File: src/rtl/vc_credit_tx.sv
// ============================================================================
// vc_credit_tx : credit-based link transmitter with per-VC packet tracking
// Rev 1.0
// ============================================================================
`default_nettype none

module vc_credit_tx #(
   parameter int NUM_VC    = 2,
   parameter int FLIT_W    = 16,
   parameter int BUF_DEPTH = 4,
   parameter int CNT_W     = $clog2(BUF_DEPTH + 1)
) (
   input  logic              clk,
   input  logic              rst_n,
   input  logic              in_valid,
   input  logic              in_vc,
   input  logic              in_head,
   input  logic              in_tail,
   input  logic [FLIT_W-1:0] in_flit,
   output logic              in_ready,
   output logic              out_valid,
   output logic              out_vc,
   output logic              out_head,
   output logic              out_tail,
   output logic [FLIT_W-1:0] out_flit,
   input  logic              credit_valid,
   input  logic              credit_vc,
   output logic [CNT_W-1:0]  credit_cnt0,
   output logic [CNT_W-1:0]  credit_cnt1,
   output logic [NUM_VC-1:0] vc_busy,
   output logic              credit_err,
   output logic              proto_err
);

   typedef enum logic [0:0] {
      ST_IDLE   = 1'b0,
      ST_ACTIVE = 1'b1
   } vc_state_t;

   localparam logic [CNT_W-1:0] C_FULL = CNT_W'(BUF_DEPTH);

   vc_state_t         r_state     [NUM_VC];
   vc_state_t         w_state_nxt [NUM_VC];
   logic [CNT_W-1:0]  r_cnt       [NUM_VC];

   logic              w_legal;
   logic              w_accept;
   logic              w_illegal;
   logic [NUM_VC-1:0] w_acc_vc;
   logic [NUM_VC-1:0] w_ret_vc;
   logic [NUM_VC-1:0] w_full;

   // A head may only open an idle VC; body/tail flits must continue an open one.
   always_comb begin
      w_legal   = in_head ? (r_state[in_vc] == ST_IDLE) : (r_state[in_vc] == ST_ACTIVE);
      in_ready  = (r_cnt[in_vc] != '0) && w_legal;
      w_accept  = in_valid && in_ready;
      w_illegal = in_valid && !w_legal;
   end

   always_comb begin
      w_acc_vc = '0;
      w_ret_vc = '0;
      w_full   = '0;
      vc_busy  = '0;
      for (int v = 0; v < NUM_VC; v++) begin
         w_acc_vc[v] = w_accept && (int'(in_vc) == v);
         w_ret_vc[v] = credit_valid && (int'(credit_vc) == v);
         w_full[v]   = (r_cnt[v] == C_FULL);
         vc_busy[v]  = (r_state[v] == ST_ACTIVE);
      end
   end

   always_comb begin
      for (int v = 0; v < NUM_VC; v++) begin
         w_state_nxt[v] = r_state[v];
         case (r_state[v])
            ST_IDLE:   if (w_acc_vc[v] && in_head && !in_tail) w_state_nxt[v] = ST_ACTIVE;
            ST_ACTIVE: if (w_acc_vc[v] && in_tail)             w_state_nxt[v] = ST_IDLE;
            default:   w_state_nxt[v] = ST_IDLE;
         endcase
      end
   end

   always_ff @(posedge clk or negedge rst_n) begin
      if (!rst_n) begin
         for (int v = 0; v < NUM_VC; v++) begin
            r_state[v] <= ST_IDLE;
         end
      end else begin
         for (int v = 0; v < NUM_VC; v++) begin
            r_state[v] <= w_state_nxt[v];
         end
      end
   end

   // Simultaneous send and return on one VC cancel; a return into a full
   // counter is dropped and flagged.
   always_ff @(posedge clk or negedge rst_n) begin
      if (!rst_n) begin
         for (int v = 0; v < NUM_VC; v++) begin
            r_cnt[v] <= C_FULL;
         end
         credit_err <= 1'b0;
         proto_err  <= 1'b0;
      end else begin
         for (int v = 0; v < NUM_VC; v++) begin
            case ({w_acc_vc[v], w_ret_vc[v]})
               2'b10:   r_cnt[v] <= r_cnt[v] - CNT_W'(1);
               2'b01:   if (!w_full[v]) r_cnt[v] <= r_cnt[v] + CNT_W'(1);
               default: r_cnt[v] <= r_cnt[v];
            endcase
         end
         if (|(w_ret_vc & ~w_acc_vc & w_full)) credit_err <= 1'b1;
         if (w_illegal)                        proto_err  <= 1'b1;
      end
   end

   always_ff @(posedge clk or negedge rst_n) begin
      if (!rst_n) begin
         out_valid <= 1'b0;
         out_vc    <= 1'b0;
         out_head  <= 1'b0;
         out_tail  <= 1'b0;
         out_flit  <= '0;
      end else begin
         out_valid <= w_accept;
         if (w_accept) begin
            out_vc   <= in_vc;
            out_head <= in_head;
            out_tail <= in_tail;
            out_flit <= in_flit;
         end
      end
   end

   assign credit_cnt0 = r_cnt[0];
   assign credit_cnt1 = r_cnt[1];

endmodule

`default_nettype wire

File: config.mk
export PLATFORM = sky130hd
export DESIGN_NAME = vc_credit_tx
export DESIGN_NICKNAME = d
export VERILOG_FILES = /design/src/rtl/vc_credit_tx.sv
export SDC_FILE = /design/constraint.sdc
export NUM_CORES = 1
export LEC_CHECK = 0
export ABC_AREA = 1
export CAP_MARGIN = 10
export CORE_MARGIN = 2
export CORE_UTILIZATION = 30
export DETAILED_ROUTE_END_ITERATION = 10
export REMOVE_ABC_BUFFERS = 1
export SLEW_MARGIN = 20
export SYNTH_ARGS = -nofsm -noshare
export SYNTH_HDL_FRONTEND = slang
export SYNTH_SLANG_ARGS = --single-unit
File: constraint.sdc
create_clock -name clk -period 1.7 [get_ports clk]
set_input_delay 0.34 -clock clk [delete_from_list [all_inputs] [get_ports clk]]
set_output_delay 0.34 -clock clk [all_outputs]
set_load 0.02 [all_outputs]
Word-level counts from Yosys, hierarchy flattened

Cells that the tools add are included.

$add $sub $neg: 4
$lt $le $gt $ge: 1
Equality and inequality tests: 8
Multiplexer cells: 17
Bitwise logic cells: 9
Reductions and logical operators: 21

Operator list:

| operator                                                 | count |
|---|---|
| two-way mux 3 bit                                        | 5 |
| logical AND 1 bit                                        | 13 |
| case mux 3 bit (2 select lines)                          | 2 |
| two-way mux 1 bit                                        | 8 |
| adder 3 x 1 -> 3 bit, second input constant              | 2 |
| == test 3 bit, second input constant                     | 2 |
| subtractor 3 x 1 -> 3 bit, second input constant         | 2 |
| inverter 1 bit                                           | 5 |
| bitwise AND 2 bit                                        | 2 |
| == test 2 x 1 -> 1 bit, second input constant            | 2 |
| == test 2 bit, second input constant                     | 2 |
| inequality test 2 bit, second input constant             | 2 |
| case mux 1 bit (2 select lines)                          | 2 |
| AND reduction 2 bit                                      | 2 |
| nonzero test 2 bit                                       | 2 |
| nonzero test 3 bit                                       | 1 |
| greater-or-equal comparator 2 bit, second input constant | 1 |
| zero test 1 bit                                          | 2 |
| inverter 1 -> 2 bit                                      | 1 |
| inverter 2 bit                                           | 1 |
| OR reduction 2 bit                                       | 1 |

Register bits after elaboration: 30
Input port bits: 24

Longest topological paths before layout

Depth after elaboration: 13
Depth in mapped cells: 13
Depth with buffers taken out: 13

Worst setup path before layout

No wires, ideal clock.

Kind: reg2reg
Start point: register r_cnt, in the netlist credit_cnt0[0]
End point: register r_cnt, in the netlist credit_cnt1[2]
Arrival: 1.786 ns
Setup slack: -0.162 ns
Cell stages (with the launch flop): 14
Buffers on the path: 0
Clock period less this slack: 1.862 ns
Path through: dfrtp_1 -> nor2_1 -> nand2_1 -> nand2_1 -> nand2_1 -> nand4_1 -> nand2_1 -> fa_1 -> inv_1 -> nand2_1 -> nand2_1 -> nand2_1 -> nand2_1 -> nand2_1

Cells in the longest elaborated chain, start to end: 10
Elaborated cells between the ends (all ways): 13
Classes of those cells: eq/ne: 3; mux: 4; reduce/logical: 6

RTL lines:

| what                                                                                | RTL line | source |
|---|---|---|
| from (decl)                                                                         | 44       | `logic [CNT_W-1:0] r_cnt [NUM_VC];` |
| from (signal, indexed assignment)                                                   | 109      | `2'b10: r_cnt[v] <= r_cnt[v] - CNT_W'(1);` |
| from (signal, indexed assignment)                                                   | 110      | `2'b01: if (!w_full[v]) r_cnt[v] <= r_cnt[v] + CNT_W'(1);` |
| from (signal, indexed assignment)                                                   | 111      | `default: r_cnt[v] <= r_cnt[v];` |
| two-way mux 3 bit (not written as such) * (3 in series)                             | 56       | `in_ready = (r_cnt[in_vc] != '0) && w_legal;` |
| nonzero test 3 bit *                                                                | 56       |  |
| logical AND 1 bit *                                                                 | 56       |  |
| logical AND 1 bit *                                                                 | 57       | `w_accept = in_valid && in_ready;` |
| logical AND 1 bit *                                                                 | 67       | `w_acc_vc[v] = w_accept && (int'(in_vc) == v);` |
| == test 2 x 1 -> 1 bit / == test 2 bit (equally long branches)                      | 108      | `case ({w_acc_vc[v], w_ret_vc[v]})` |
| inequality test 2 bit (no source line) / nonzero test 2 bit (equally long branches) | --       |  |
| AND reduction 2 bit (no source line)                                                | --       |  |

Every way passes the cells marked *; elsewhere a longest branch is shown, timed or not. The select of a mux whose other input is x is not followed.
A chain may end at the register's enable or synchronous reset.

Worst setup path in the final report

Start point: register r_cnt, in the netlist credit_cnt1[2]
End point: register r_cnt, in the netlist credit_cnt1[1]

Cells in the longest elaborated chain, start to end: 10
Elaborated cells between the ends (all ways): 14
Classes of those cells: eq/ne: 4; mux: 4; reduce/logical: 6

RTL lines:

| what                                                                                | RTL line |
|---|---|
| two-way mux 3 bit (not written as such) (3 in series)                               | 56 |
| nonzero test 3 bit                                                                  | 56 |
| logical AND 1 bit                                                                   | 56 |
| logical AND 1 bit                                                                   | 57 |
| logical AND 1 bit                                                                   | 67 |
| == test 2 x 1 -> 1 bit / == test 2 bit (equally long branches)                      | 108 |
| inequality test 2 bit (no source line) / nonzero test 2 bit (equally long branches) | -- |
| AND reduction 2 bit (no source line)                                                | -- |

Several ways; a longest one is shown, not always the timed one. The select of a mux whose other input is x is not followed.

==> metrics <==
die span in x slightly above 70 µm; CP Data Arrival Time 1.88 ns; sw power approximately 1.6 mW; min Tclk post-route around 1.7 ns; Clock Tree Buf Depth 2; area added between synthesis and finish 67.6%; initial drt markers 38; Max Cap Violations 0; CORE AREA 4380 µm²; total negative slack 0 ns; Clock Skews between 0.008 and 0.009 ns; hold_ws between 0.4 and 0.5 ns; n_diodes 0; Cell Pwr Density 1790 nW/µm²; switch share 0.394; vias in the first global route around 1300; Mapped Area approximately 1400 µm²; CTS tree yes; Final Non-Filler Cells just over 300; DRC viols 0; critical path peak fanout 3; Worst path slowest cell dfstp_2; I/O pin cnt 55; crit path kind reg2reg; WL final approximately 3300 µm; largest net degree at the start of global routing 31; relative slew slack 0.736; CP Capture Type register; clock group share of total power 0.176; antenna violations before repair 0; layout cells sized above 1 0.248; sequential area share after synthesis 0.547; DRT antenna net count 0; final core occ 0.526; placed insts between 200 and 300; WL per Instance 11.1 µm; grt total ovfl 0; worst slew pin tran slightly below 0.4 ns; Total Routing Usage GR 0.144; vias per cell about 4.4; internal power between 2 and 3 mW; hold crit path type in2async; Tot Pwr between 4 and 5 mW; post-synth cell types 19; Yosys top cell area share 0.509; final setup vio count 0; first-pass GRT wire length 5830 µm; Final GP Congestion between 0.7 and 0.8; initial cell density of the core 0.314; clk slew on worst S/H paths about 0.070 ns; I/O Buffers 54; Skew-Pair Late Insertion Delay roughly 0.28 ns; die area 5150 µm²; Avg Cell Area, Syn 8.29 µm²; Seq pwr share 0.302; Final Hold Viols 0; top post-synthesis cells by area dfrtp_1, nand2_1, inv_1; row cnt 24; CP max stage delay roughly 0.54 ns; CP required 1.88 ns; hpwl dp between 2000 and 2500 µm; RSZ-0062 raised after global routing true; run status finished, final reports clean; fin nets roughly 280; Synth Warn # 0; Mapped Cells roughly 170; CTS Buf Count 5; chip height approximately 70 µm; # hold bufs at CTS 0; CP Launch Type register; Combinational Power Share 0.521; root buffer cell clkbuf_8; Pre-Repair DR Iteration Count 4; max-slew violation count 0; dominant cell type by area after synthesis dfrtp_1; Highest Clock Rate ~0.6 GHz; Tcrit/Tclk final 1.00; CP most frequent cell nand2_2; CP bufs+invs 1; Seq cells post-synth 30; clk sink count 30; Worst IR Drop VDD about 0.75 mV; static leakage power about 1.2 nW; H-Tree Depth 2; via count 1325; crit-path leading delay family simple AND/OR/NAND/NOR gates; Cell Chain, Critical Path inv_2 -> nand2_2 -> nand2_2 -> nand2_4 -> nand4_1 -> nand2_2 -> fa_2 -> nand2_2 -> nand2_2
area by class of cell:
cell class,instances,area (µm²)
flip-flops and latches,30,753
repair buffers,79,717
clock inverters,3,45.0
multi-input cells,115,591
well taps,52,65.1
fillers,425,2080
clock buffers,5,68.8
inverters,18,67.6
kinds of logic (layout without fill, tap and decap cells):
| logic type | Yosys count | count (layout) | synth area share |
|---|---|---|---|
| flip-flops | 30 | 30 | 0.547 |
| AND/OR/NAND/NOR | 102 | 102 | 0.315 |
| buffers and inverters | 21 | 105 | 0.0600 |
| AO/OA/AOI/OAI | 9 | 9 | 0.0364 |
| XOR/XNOR | 2 | 2 | 0.0127 |
| adder cells (fa/ha/maj) | 2 | 2 | 0.0291 |
worst paths after layout:
check | from | end | slack, ns | cells past startpoint
min reg2reg | out_flit[9] | out_flit[9] | 0.47 | 2
min in group clk | out_flit[9] | out_flit[9] | 0.47 | 2
max reg2reg | credit_cnt1[2] | credit_cnt1[1] | 0.0003 | 9
min | rst_n | out_valid | 0.44 | 2
max | credit_cnt1[2] | credit_cnt1[1] | 0.0003 | 9
max in group asynchronous | rst_n | credit_cnt1[2] | 0.93 | 2
repair_timing:
action	CTS	global route
pin swaps	14	10
gates resized for setup	23	15
endpoints found under the setup margin	33	8
buffers inserted	4	1
gates cloned	0	0
state kept, by name, indices dropped and copies added, names as in the netlist:
signal,flops
out_flit,16
credit_cnt0,3
credit_cnt1,3
vc_busy,2
credit_err,1
out_head,1
out_tail,1
out_valid,1
out_vc,1
proto_err,1
power groups by stage:
stage	combinational [mW]	sequential [mW]	clock (mW)
after global placement	2.12	1.24	0
after detailed placement	2.13	1.24	0
after CTS	2.10	1.25	0.756
final	2.16	1.25	0.729
after global routing	2.38	1.30	0.784
after floorplan	0.575	1.70	0
metal layers:
metal / GRT usage / vias to the layer above / wire (µm)
met1: 0.172 / 607 / 1450
met2: 0.234 / 41 / 1580
li1: - / 673 / -
met3: 0.0661 / 4 / 295
met5: 0 / - / 0
met4: 0.0440 / 0 / 19
cell usage in the layout, fill, tap and decap left out, drive strengths merged:
cell type / netlist / routed
a21oi: 2 / 2
buf: 3 / 26
bufinv: 0 / 1
clkbuf: 0 / 5
clkdlybuf4s50: 0 / 43
clkinvlp: 0 / 2
dfrtp: 28 / 28
dfstp: 2 / 2
dlygate4sd2: 0 / 10
fa: 2 / 2
inv: 18 / 18
nand2: 85 / 85
nand3: 11 / 11
nand4: 2 / 2
nor2: 4 / 4
o21ai: 5 / 5
o21bai: 1 / 1
o31ai: 1 / 1
xor2: 2 / 2
metrics by stage:
step | worst slack [ns] | cell area [µm²]
6_report | 0.000292 | 2310
5_1_grt | -0.147 | 2310
4_1_cts | -0.0398 | 2270
3_5_place_dp | -0.603 | 2120
3_3_place_gp | -0.566 | 2120
2_1_floorplan | -0.162 | 1360
Yosys cell counts:
| cell type | instances |
|---|---|
| nand4_1 | 2 |
| o21ai_0 | 4 |
| buf_2 | 3 |
| xor2_1 | 2 |
| o21bai_1 | 1 |
| nand2_1 | 81 |
| nand3_1 | 11 |
| nor2_8 | 1 |
| fa_1 | 2 |
| o31ai_1 | 1 |
| nor2_1 | 3 |
| nand2_2 | 3 |
| o21ai_1 | 1 |
| dfstp_2 | 2 |
| a21oi_1 | 2 |
| dfrtp_1 | 28 |
| inv_2 | 2 |
| nand2_4 | 1 |
| inv_1 | 16 |
No activity file was read; power rests on OpenSTA's default activity.
